`config.mk`:
```
export PLATFORM = sky130hd
export DESIGN_NAME = scroll_ctrl
export DESIGN_NICKNAME = d
export VERILOG_FILES = /design/src/rtl/scroll_ctrl.sv
export SDC_FILE = /design/constraint.sdc
export NUM_CORES = 1
export LEC_CHECK = 0
export BUFFER_PORTS_ARGS = -buffer_cell sky130_fd_sc_hd__buf_2
export CORE_MARGIN = 2
export CORE_UTILIZATION = 59
export DETAILED_ROUTE_END_ITERATION = 8
export GPL_TIMING_DRIVEN = 0
export HOLD_SLACK_MARGIN = 0.12
export PLACE_DENSITY = 0.81
export SLEW_MARGIN = 20
export SYNTH_ARGS = -nofsm -noshare
export SYNTH_HDL_FRONTEND = slang
export SYNTH_SLANG_ARGS = --single-unit
```
`constraint.sdc`:
```
create_clock -name clk -period 3.3 [get_ports clk]
set_input_delay 0 -clock clk [delete_from_list [all_inputs] [get_ports clk]]
set_output_delay 0 -clock clk [all_outputs]
set_load 0.05 [all_outputs]
```
`src/rtl/scroll_ctrl.sv`:
```
// scroll_ctrl: paces a scrolling message onto the MAX7219 row shift register.
// Each step waits a programmable period, fetches one column byte, shifts it
// into the row, then hands the row to the display writer and waits for it.
module scroll_ctrl #(
  parameter int DIV_W  = 24,
  parameter int ADDR_W = 8
) (
  input  logic              clk,
  input  logic              rst_n,
  input  logic              start,
  input  logic              stop,
  input  logic              dir,
  input  logic              loop,
  input  logic [DIV_W-1:0]  period,
  input  logic [ADDR_W-1:0] msg_len,
  output logic              rd_req,
  output logic [ADDR_W-1:0] rd_addr,
  input  logic              rd_valid,
  input  logic [7:0]        rd_data,
  output logic              sh_en,
  output logic              sh_dir,
  output logic [7:0]        sh_d,
  output logic              upd_req,
  input  logic              upd_ack,
  output logic              busy,
  output logic              done
);

  typedef enum logic [2:0] {
    S_IDLE,
    S_WAIT,
    S_FETCH,
    S_SHIFT,
    S_UPDATE
  } state_t;

  state_t             state;
  logic [DIV_W-1:0]   timer;
  logic [DIV_W-1:0]   period_q;
  logic [ADDR_W-1:0]  len_q;
  logic               dir_q;
  logic               loop_q;
  logic               stop_pend;

  logic [DIV_W-1:0]   start_reload;
  logic [DIV_W-1:0]   step_reload;
  logic               last_col;

  // A period of 0 behaves like 1, so the countdown start is period-1 floored at 0.
  assign start_reload = (period == '0) ? '0 : period - 1'b1;
  assign step_reload  = (period_q == '0) ? '0 : period_q - 1'b1;
  assign last_col     = (rd_addr == len_q - 1'b1);
  assign sh_dir       = dir_q;

  // Sequencer: config latch, period countdown, fetch/shift/update handshakes.
  always_ff @(posedge clk or negedge rst_n) begin
    if (!rst_n) begin
      state     <= S_IDLE;
      timer     <= '0;
      period_q  <= '0;
      len_q     <= '0;
      dir_q     <= 1'b0;
      loop_q    <= 1'b0;
      stop_pend <= 1'b0;
      rd_req    <= 1'b0;
      rd_addr   <= '0;
      sh_en     <= 1'b0;
      sh_d      <= '0;
      upd_req   <= 1'b0;
      busy      <= 1'b0;
      done      <= 1'b0;
    end else begin
      sh_en <= 1'b0;
      done  <= 1'b0;
      case (state)
        S_IDLE: begin
          // stop in the same cycle as start wins and keeps us idle
          if (start && !stop) begin
            dir_q     <= dir;
            loop_q    <= loop;
            period_q  <= period;
            len_q     <= msg_len;
            rd_addr   <= '0;
            stop_pend <= 1'b0;
            if (msg_len == '0) begin
              done <= 1'b1;
            end else begin
              timer <= start_reload;
              busy  <= 1'b1;
              state <= S_WAIT;
            end
          end
        end
        S_WAIT: begin
          // nothing is in flight here, so stop can abort immediately
          if (stop) begin
            busy  <= 1'b0;
            state <= S_IDLE;
          end else if (timer != '0) begin
            timer <= timer - 1'b1;
          end else begin
            rd_req <= 1'b1;
            state  <= S_FETCH;
          end
        end
        S_FETCH: begin
          if (stop) stop_pend <= 1'b1;
          if (rd_valid) begin
            sh_d   <= rd_data;
            rd_req <= 1'b0;
            sh_en  <= 1'b1;
            state  <= S_SHIFT;
          end
        end
        S_SHIFT: begin
          if (stop) stop_pend <= 1'b1;
          upd_req <= 1'b1;
          state   <= S_UPDATE;
        end
        S_UPDATE: begin
          if (upd_ack) begin
            upd_req   <= 1'b0;
            stop_pend <= 1'b0;
            if (stop_pend || stop) begin
              // aborted run: finish quietly, no done pulse
              busy  <= 1'b0;
              state <= S_IDLE;
            end else if (!last_col) begin
              rd_addr <= rd_addr + 1'b1;
              timer   <= step_reload;
              state   <= S_WAIT;
            end else if (loop_q) begin
              rd_addr <= '0;
              timer   <= step_reload;
              state   <= S_WAIT;
            end else begin
              done  <= 1'b1;
              busy  <= 1'b0;
              state <= S_IDLE;
            end
          end else if (stop) begin
            stop_pend <= 1'b1;
          end
        end
        default: begin
          busy  <= 1'b0;
          state <= S_IDLE;
        end
      endcase
    end
  end

endmodule
```
# Yosys cells after proc, flatten, opt, wreduce, memory -nomap -nowiden
# Index checks and enable logic that the tools add are counted.
# totals
elab_cells	115
output_inout_bits	22
register_bits	83
input_bits	48
# op_classes
bitwise_logic	1
mux	54
add_sub_neg	5
eq_ne	18
n_reduce_logical	23
# op_table
operator	n
24-bit two-way mux	10
24-bit case mux with 3 select lines	1
24-bit by 1-bit subtractor with 24-bit output, second input constant	3
24-bit logical NOT	2
8-bit two-way mux	5
1-bit two-way mux	25
24-bit nonzero test	1
3-bit two-way mux	6
2-bit != test, second input constant	9
8-bit case mux with 2 select lines	1
3-bit case mux with 5 select lines	1
3-bit != test, second input constant	4
5-bit AND reduction	2
8-bit by 1-bit adder with 8-bit output, second input constant	1
8-bit == test	1
8-bit logical NOT	1
2-bit AND reduction	4
8-bit AND reduction	1
8-bit by 1-bit subtractor with 8-bit output, second input constant	1
7-bit AND reduction	1
3-bit by 2-bit == test with 1-bit output, second input constant	2
1-bit case mux with 2 select lines	3
2-bit nonzero test	3
3-bit nonzero test	2
11 further kinds	11

# Depth between registers and ports, before layout
# Gate-level depths: netlist of the first run.
# depth
word_depth	7
mapped_depth	10
depth_no_buf	9

# Worst setup path after synthesis of the first run
# No wires, ideal clock.
# synth_timing
path_type	register to register
start	register rd_addr[5]
end	register rd_addr[0]
n_path_buf	2
synth_period_minus_slack_ps	2804
stages_incl_launch_ff	10
slack_ps	496
required_ps	3175
setup_time_ps	125
arrival_ps	2679
path_cell_list	dfrtp_1 > buf_2 > or3b_1 > or4_1 > o311ai_1 > o2111ai_2 > a31o_4 > nor2b_4 > buf_6 > mux2_2
# synth_via
elab_chain_len	5
# synth_lines
element	line_no	text
from (decl)	17	output logic [ADDR_W-1:0] rd_addr,
from (signal assigned)	129	rd_addr <= rd_addr + 1'b1;
8-bit == test *	52	assign last_col = (rd_addr == len_q - 1'b1);
8-bit two-way mux	128	end else if (!last_col) begin
8-bit two-way mux	124	if (stop_pend || stop) begin
8-bit two-way mux	121	if (upd_ack) begin
8-bit case mux with 2 select lines	75	case (state)
# Every way passes the cells marked *; elsewhere a longest branch is shown, timed or not. The select of a mux whose other input is x is not followed.
# A chain may end at the register's enable or synchronous reset.

# Worst setup path after layout of the first run
# layout_timing
start	register timer[9]
end	register timer[22]
# layout_via
elab_chain_len	4
# layout_lines
element	line_no	text
from (decl)	38	logic [DIV_W-1:0] timer;
from (signal assigned)	88	timer <= start_reload;
from (signal assigned)	100	timer <= timer - 1'b1;
from (signal assigned)	130	timer <= step_reload;
24-bit by 1-bit subtractor with 24-bit output	100	
24-bit two-way mux	99	end else if (timer != '0) begin
24-bit two-way mux	96	if (stop) begin
24-bit case mux with 3 select lines	75	
# Parallel ways exist; a longest one is shown, timed or not. The select of a mux whose other input is x is not followed.

==> summary by stage, run 1 <==
Clock network
The clock reaches the later pin of the worst-skew pair after 0.37 ns. The clock sink total is 83. Post-CTS repair changed the size of 0 cells.

The H-tree was split into 3 levels. The library cell used as clock root buffer is clkbuf_8. TritonCTS built the clock tree. In this run, CTS created clock tree buffers numbering 9. In this run the deepest clock path goes through 2 buffers. After clock tree synthesis, the clock-pin slew on the worst setup and hold paths is 0.09 ns.

Die
The total number of placement rows is 34. The die covers 0.00990 mm². The initial cell density of the core is 0.614. The die extent in x is 99.5 µm. The die span in y is 99.5 µm. The total area inside the core boundary comes to 0.00876 mm².

In this run the count of I/O pins placed on the die edge is 70.

Power and ir drop
For this design the ratio of total power to cell area is 710 mW/mm². Power comes to 0.00466 W. Summed over all cells, the static leakage comes to 2.88 nW. The maximum resistive drop on vdd is 357 µV.

Global route
The pin count of the biggest net entering global routing is 56. The number of global-route vias before repair is 5300. The global-route usage over all layers is 0.330. The first global-routing pass estimated 25900 µm of wire. The number of antenna violations at the first check in global routing is 0. The leftover overflow at the end of global routing is 0.

Detailed routing
The number of nets with antenna violations after routing is 0. The per-cell via count in the routed design is 6.06. The via count is 5434. The iteration-0 DRC count of the detailed router is 518. The detail-routed net length per standard cell is 17.4 µm. The number of remaining DRC errors is 0. The number of search-and-repair iterations in the first detailed-routing pass is 5. The total length of routed wires is 15600 µm.

STA
The hold violation total from the final report is 0. The number of pins exceeding their max-slew limit in the final report was 0. Setup repair after global routing left no endpoint under its margin. The clock arrives with 0.00990 ns of skew.

The maximum clock rate is 327 MHz. For the pin with the worst max-slew slack, the measured transition is 0.786 ns. The clock period could shrink to 3.06 ns. The setup-violating endpoint count in the final report is 0.

The normalized max-slew margin is 0.471. The minimum hold slack is 0.185 ns. In the finished design, the share of the clock period the worst path needs comes to 0.928. After routing, the total negative slack on setup checks comes to 0 ns.

Logic synthesis
For this run, asynchronously set or reset flops after synthesis account for 1.00. The main combinational cell family by area after synthesis is simple AND/OR/NAND/NOR gates. After synthesis the netlist holds a flip-flop and latch count of 83.

Of the total synthesized cell area, the portion taken by AND, OR, NAND and NOR gates is 0.286. Counting instances in the post-synthesis netlist gives the leading cell types as nand2_1, dfrtp_1, nor2_1. Yosys attributes the largest share of cell area to dfrtp_1, nand2_1, xnor2_1. The portion of synthesized area spent on multiplexers is 0.0188.

Of the total synthesized cell area, the portion taken by full adders, half adders and majority gates is 0.0205. The number of warnings issued by yosys is 0. Yosys mapped a number of flops with a built-in enable equal to 0. The sequential fraction of the synthesis area is 0.386. The top-area cell type share of the netlist area is 0.386.

The number of nets in the synthesized netlist is 712. The count of distinct cell types in the synthesized netlist is 68. The cell taking the most area after synthesis is dfrtp_1. After synthesis the cells add up to 0.00538 mm².

The xor and xnor fraction of the mapped netlist area is 0.0830. The post-synthesis cell count is 656. Among all flip-flop cells after synthesis, the most frequent one is dfrtp_1.

By instance count, the leading cell after synthesis is nand2_1. The synthesized-area fraction occupied by ao, oa, aoi and oai cells is 0.169. The mean instance size in the synthesized netlist is 8.20 µm².

Critical path
The slowest stage of the critical path belongs to the cell or4_1. The worst setup path is captured at a flop. The largest fanout on the critical path is 10. The signal on the critical path passes through or4_1 > or4_4 > nor4_2 > a211oi_1 > o21ai_2 > buf_2 > o21ai_0. STA puts the critical path data arrival time at 3.30 ns. At the worst endpoint, the required time is 3.54 ns. The category of the worst setup path launch point is a flop. In this design, the stage delay of the slowest critical-path cell is 0.59 ns. The category of the critical setup timing path is reg -> reg.

Placed design
In this run, placement finished with an instance count of 832. The final HPWL from detailed placement is 10900 µm. The congestion estimate from routability-driven global placement came to 0.976. The count of port buffers added during placement is 67.

Cells and area
The final layout contains 839 nets. The number of antenna repair diodes is 0. The post-route core utilization is 0.749.

The share of layout cells above drive strength 1 is 0.159. The finished layout holds 896 standard cells, fillers aside. The area growth from synthesis to layout is 22.0%.

Status
The flow ran to the end, and the final reports show no timing, DRC or antenna violations.

Flow run
Max-cap violations in this run came to 0.

Hold path
The path type of the worst min-delay path is in -> reg.
[area by class of cell]
cell class	instances	area, µm²
Clock buffer	10	128
Tap cell	108	135
Timing Repair Buffer	116	846
Buffer	27	125
Clock inverter	6	73.8
Multi-Input combinational cell	527	3110
Fill cell	622	2200
Sequential cell	83	2080
Inverter	19	71.3
[sequential cells by signal, summed over array words and instances (netlist names)]
name / cells
rd_req: 1
loop_q: 1
state: 3
stop_pend: 1
rd_addr: 8
sh_d: 8
sh_en: 1
done: 1
period_q: 24
upd_req: 1
sh_dir: 1
busy: 1
timer: 24
len_q: 8
[kinds of logic (layout without fill, tap and decap cells)]
| logic type | count (synthesis) | after routing |
|---|---|---|
| AO/OA/AOI/OAI | 140 | 140 |
| XOR/XNOR | 51 | 51 |
| adder cells (fa/ha/maj) | 9 | 9 |
| buffers and inverters | 46 | 178 |
| flip-flops | 83 | 83 |
| multiplexers | 9 | 9 |
| AND/OR/NAND/NOR | 318 | 318 |
[repair_timing]
item,CTS,global route
setup buffers,0,0
setup endpoints to repair,0,0
hold buffers,48,0
endpoints found under the hold margin,133,0
[final timing paths]
path | cells past startpoint | from | slack [ns] | to
max reg2reg | 7 | timer[9]$_DFFE_PN0P_ | 0.24 | timer[22]$_DFFE_PN0P_
max in group asynchronous | 4 | rst_n | 1.59 | timer[2]$_DFFE_PN0P_
min reg2reg | 2 | timer[18]$_DFFE_PN0P_ | 0.51 | timer[18]$_DFFE_PN0P_
min in group asynchronous | 3 | rst_n | 0.64 | timer[4]$_DFFE_PN0P_
max | 7 | timer[9]$_DFFE_PN0P_ | 0.24 | timer[22]$_DFFE_PN0P_
min | 3 | stop | 0.19 | state[0]$_DFFE_PN0P_
[metal layers]
layer  wire [µm]  GRT usage  part of all wire
met3        1300     0.0724             0.083
met1        6520      0.441              0.42
met5           0          0                 0
met2        7420      0.540              0.48
met4         346      0.101             0.022
[critical path, delay by kind of cell (launching register included)]
kind / cells / cell delay [ns]
AND/OR/NAND/NOR: 3 / 1.63
AO/OA/AOI/OAI: 3 / 0.56
flip-flops: 1 / 0.43
buffers and inverters: 1 / 0.32
[through the flow]
step	area, µm²	worst slack (ns)
3_5_place_dp	5880	0.281
3_3_place_gp	5850	0.337
4_1_cts	6560	0.260
2_1_floorplan	5380	0.496
5_1_grt	6560	0.115
6_report	6560	0.237
[cells in the final DEF (no fill, tap or decap), drive strengths merged, types with 2 or more instances in the layout]
cell type    synthesis  layout
a31o                 3       3
inv                 19      21
o22ai               16      16
o21ai               54      54
or2                  3       3
a32oi                2       2
o31ai                2       2
and3                 2       2
o221ai               5       5
ha                   8       8
a31oi                2       2
nand4                3       3
nand3b               2       2
mux2                 9       9
or3                  7       7
nor4                22      22
xor2                18      18
buf                 10      78
nand2              155     155
dlygate4sd3          0      48
a211oi               7       7
o211ai               4       4
clkbuf              17      27
nand2b               8       8
nor2b                6       6
dfrtp               83      83
clkinvlp             0       2
a22o                11      11
xnor2               33      33
nor2                53      53
nand3                6       6
and2                 7       7
nor3                21      21
or4                 17      17
a21oi               23      23
a21o                 3       3
[power breakdown]
part | total, W | leakage [nW] | internal [W] | switching (W)
Combinational | 0.00209 | 1.74 | 0.000825 | 0.00126
Sequential | 0.00180 | 1.05 | 0.00138 | 0.000414
Clock | 0.000775 | 0.0950 | 0.000359 | 0.000416
No activity file was read; power rests on OpenSTA's default activity.
==> run 2, diff against run 1 <==
- CORE_MARGIN: 2 -> not set
==> run 2 against run 1 <==
  * Final area is 0.80% lower
  * Register-to-register slack about the same
  * Fmax is essentially flat
  * Power down 1.9%
  * Largest power group unchanged
==> summary by stage, run 2 (synthesis results as in run 1) <==
Status
Result of the run: complete, no violations (unchanged).

Clock network
The clock transition at the registers of the reported paths is 0.10 ns (was 0.09 ns). The TritonCTS clock tree is yes (unchanged). The clock sink total came to 83 (unchanged). The post-CTS setup-driven buffer insertion count was 0 (unchanged).

The post-CTS resize count is 0 (unchanged). The post-cts hold buffer count came to 46 (was 48). The number of levels the H-tree was split into is 3 (unchanged). The maximum number of buffers from clock root to sink came to 2 (unchanged). The number of CTS-inserted buffers is 9 (unchanged).

The library cell used as clock root buffer was clkbuf_8 (unchanged). The clock insertion delay at the later pin of the skew report came to 0.37 ns (about the same).

Power and ir drop
The clock network power share was 0.152 (was 0.166). The maximum resistive drop on vdd is 382 µV (was 357 µV). The internal power of the cells is 0.00249 W (was 0.00257 W). The net switching share of the total power is 0.456 (was 0.449). The portion of total power attributed to sequential cells is 0.393 (was 0.386). The total power divided by cell area came to 702 mW/mm² (was 710 mW/mm²).

The proportion of power drawn by combinational gates is 0.455 (was 0.448). The power spent charging and discharging nets is 0.00208 W (was 0.00209 W). The total chip power is 0.00457 W (was 0.00466 W).

The cell leakage power is 2.85 nW (was 2.88 nW).

STA
The maximum clock rate was 326 MHz (was 327 MHz). The setup-violating endpoint count in the final report is 0 (unchanged). The worst-margin pin slew is 0.774 ns (was 0.786 ns). The hold violation total from the final report came to 0 (unchanged). The final critical delay including setup and external delays was 3.06 ns (about the same). Unrepaired setup endpoints after global routing: false (unchanged). The worst setup margin is 0.235 ns (was 0.237 ns). The final setup skew is 0.0164 ns (was 0.00990 ns). The normalized max-slew margin is 0.480 (was 0.471). The total negative slack for setup checks was 0 ns (unchanged).

The portion of the clock cycle consumed by the worst path in the final layout was 0.929 (was 0.928). The minimum hold slack is 0.142 ns (was 0.185 ns). The number of pins exceeding their max-slew limit in the final report is 0 (unchanged).

Global route
The number of global-route vias before repair was 5366 (was 5300). The number of antenna violations at the first check in global routing is 0 (unchanged). The global-route wire length before repair came to 26200 µm (was 25900 µm).

The global-route usage over all layers was 0.341 (was 0.330). The leftover overflow at the end of global routing is 0 (unchanged). The pin count of the biggest net entering global routing is 46 (was 56).

Detailed routing
The iteration-0 DRC count of the detailed router is 573 (was 518). The number of nets with antenna violations after routing is 0 (unchanged). The number of search-and-repair iterations in the first detailed-routing pass is 5 (unchanged). The via count was 5459 (was 5434). The detail-routed net length per standard cell came to 17.2 µm (was 17.4 µm).

The number of remaining DRC errors is 0 (unchanged). The total length of routed wires is 15400 µm (was 15600 µm). The per-cell via count in the routed design is 6.11 (was 6.06).

Critical path
The sort of element at the end of the critical path was a flop (unchanged). The category of the critical setup timing path is reg -> reg (unchanged). The setup slack on the worst flop-to-flop path is 0.24 ns (about the same).

The signal arrival time at the worst endpoint was 3.30 ns (about the same). The largest fanout on the critical path is 10 (unchanged). The worst endpoint required time came to 3.54 ns (about the same).

The category of the worst setup path launch point is a flop (unchanged).

Die
The total number of placement rows is 34 (unchanged). The initial cell density of the core is 0.614 (unchanged). The area enclosed by the die boundary is 0.00950 mm² (was 0.00990 mm²). The die span in y was 97.5 µm (was 99.5 µm). The area inside the core boundary came to 0.00876 mm² (unchanged).

The die extent in x is 97.5 µm (was 99.5 µm). The I/O pin count is 70 (unchanged).

Cells and area
The most common library cell in the layout ignoring fill and taps is nand2_1 (unchanged). Highest-count cells in the layout ignoring fill and taps: nand2_1, dfrtp_1, buf_2 (unchanged). The number of antenna repair diodes is 0 (unchanged). Biggest regs: period_q x24, timer x24 (unchanged). The share of layout cells above drive strength 1 is 0.159 (about the same). The area added between synthesis and finish came to 21.0% (was 22.0%). The net count reported at finish was 837 (was 839). The number of cells in the finished layout apart from fillers is 894 (was 896).

Flow run
The max capacitance violation total was 0 (unchanged).

Hold path
The path type of the worst min-delay path was in -> async (was in -> reg).

Placed design
The worst slack at placement is 0.272 ns (was 0.281 ns). The global placement routability congestion is 0.951 (was 0.976). The final HPWL from detailed placement is 10900 µm (about the same). The total placed cells including tap cells is 832 (unchanged).

The count of port buffers added during placement is 67 (unchanged).
-- run 2: changes by cell type in the layout (fill, tap and decap cells not counted), sizes merged --
cell	change
bufinv	-1
dlygate4sd3	-2
clkinvlp	+1
-- run 2: final timing paths --
path	from	end	cells past startpoint
max in group asynchronous	rst_n	period_q[22]$_DFFE_PN0P_	3
min in group clk	stop	state[0]$_DFFE_PN0P_	3
worst min register to register	sh_dir$_DFFE_PN0P_	sh_dir$_DFFE_PN0P_	2
worst min-delay path	rst_n	rd_addr[1]$_DFFE_PN0P_	2
worst max register to register	timer[9]$_DFFE_PN0P_	timer[22]$_DFFE_PN0P_	7
worst max-delay path	timer[9]$_DFFE_PN0P_	timer[22]$_DFFE_PN0P_	7
-- run 2: area by class of cell --
type,count,area [µm²]
plain buffers,27,125
flip-flops and latches,83,2080
multi-input cells,527,3110
inverters,19,71.3
clock inverters,6,48.8
well taps,108,135
fillers,632,2250
clock buffers,10,128
repair buffers,114,818
-- run 2: per-layer routing --
metal  track usage  up-vias  wire length (µm)
met5             0        -                 0
met3        0.0525       39              1270
met4         0.107        0               327
li1              -     2560                 -
met1         0.475     2583              6600
met2         0.548      277              7160
-- run 2: power by group through the flow --
stage                     Sequential [W]  Combinational [W]  Clock (W)
final                            0.00180            0.00208   0.000696
after floorplan                  0.00176            0.00145          0
after detailed placement         0.00180            0.00198          0
after global routing             0.00185            0.00232   0.000733
after CTS                        0.00178            0.00203   0.000697
after global placement           0.00177            0.00191          0
-- run 2: worst max-delay path, cell delays in order, from the launching register on --
cell and delay, ns:
dfrtp_1 0.42, or4_1 0.58, or4_4 0.55, nor4_2 0.50, a211oi_1 0.21, o21ai_2 0.23, buf_2 0.31, o21ai_0 0.13
-- run 2: through the flow --
stage / utilization / area, µm²
finish: 0.743 / 6510
global route: 0.743 / 6510
CTS: 0.743 / 6510
detailed placement: 0.670 / 5870
global placement: 0.667 / 5850
floorplan: - / 5380
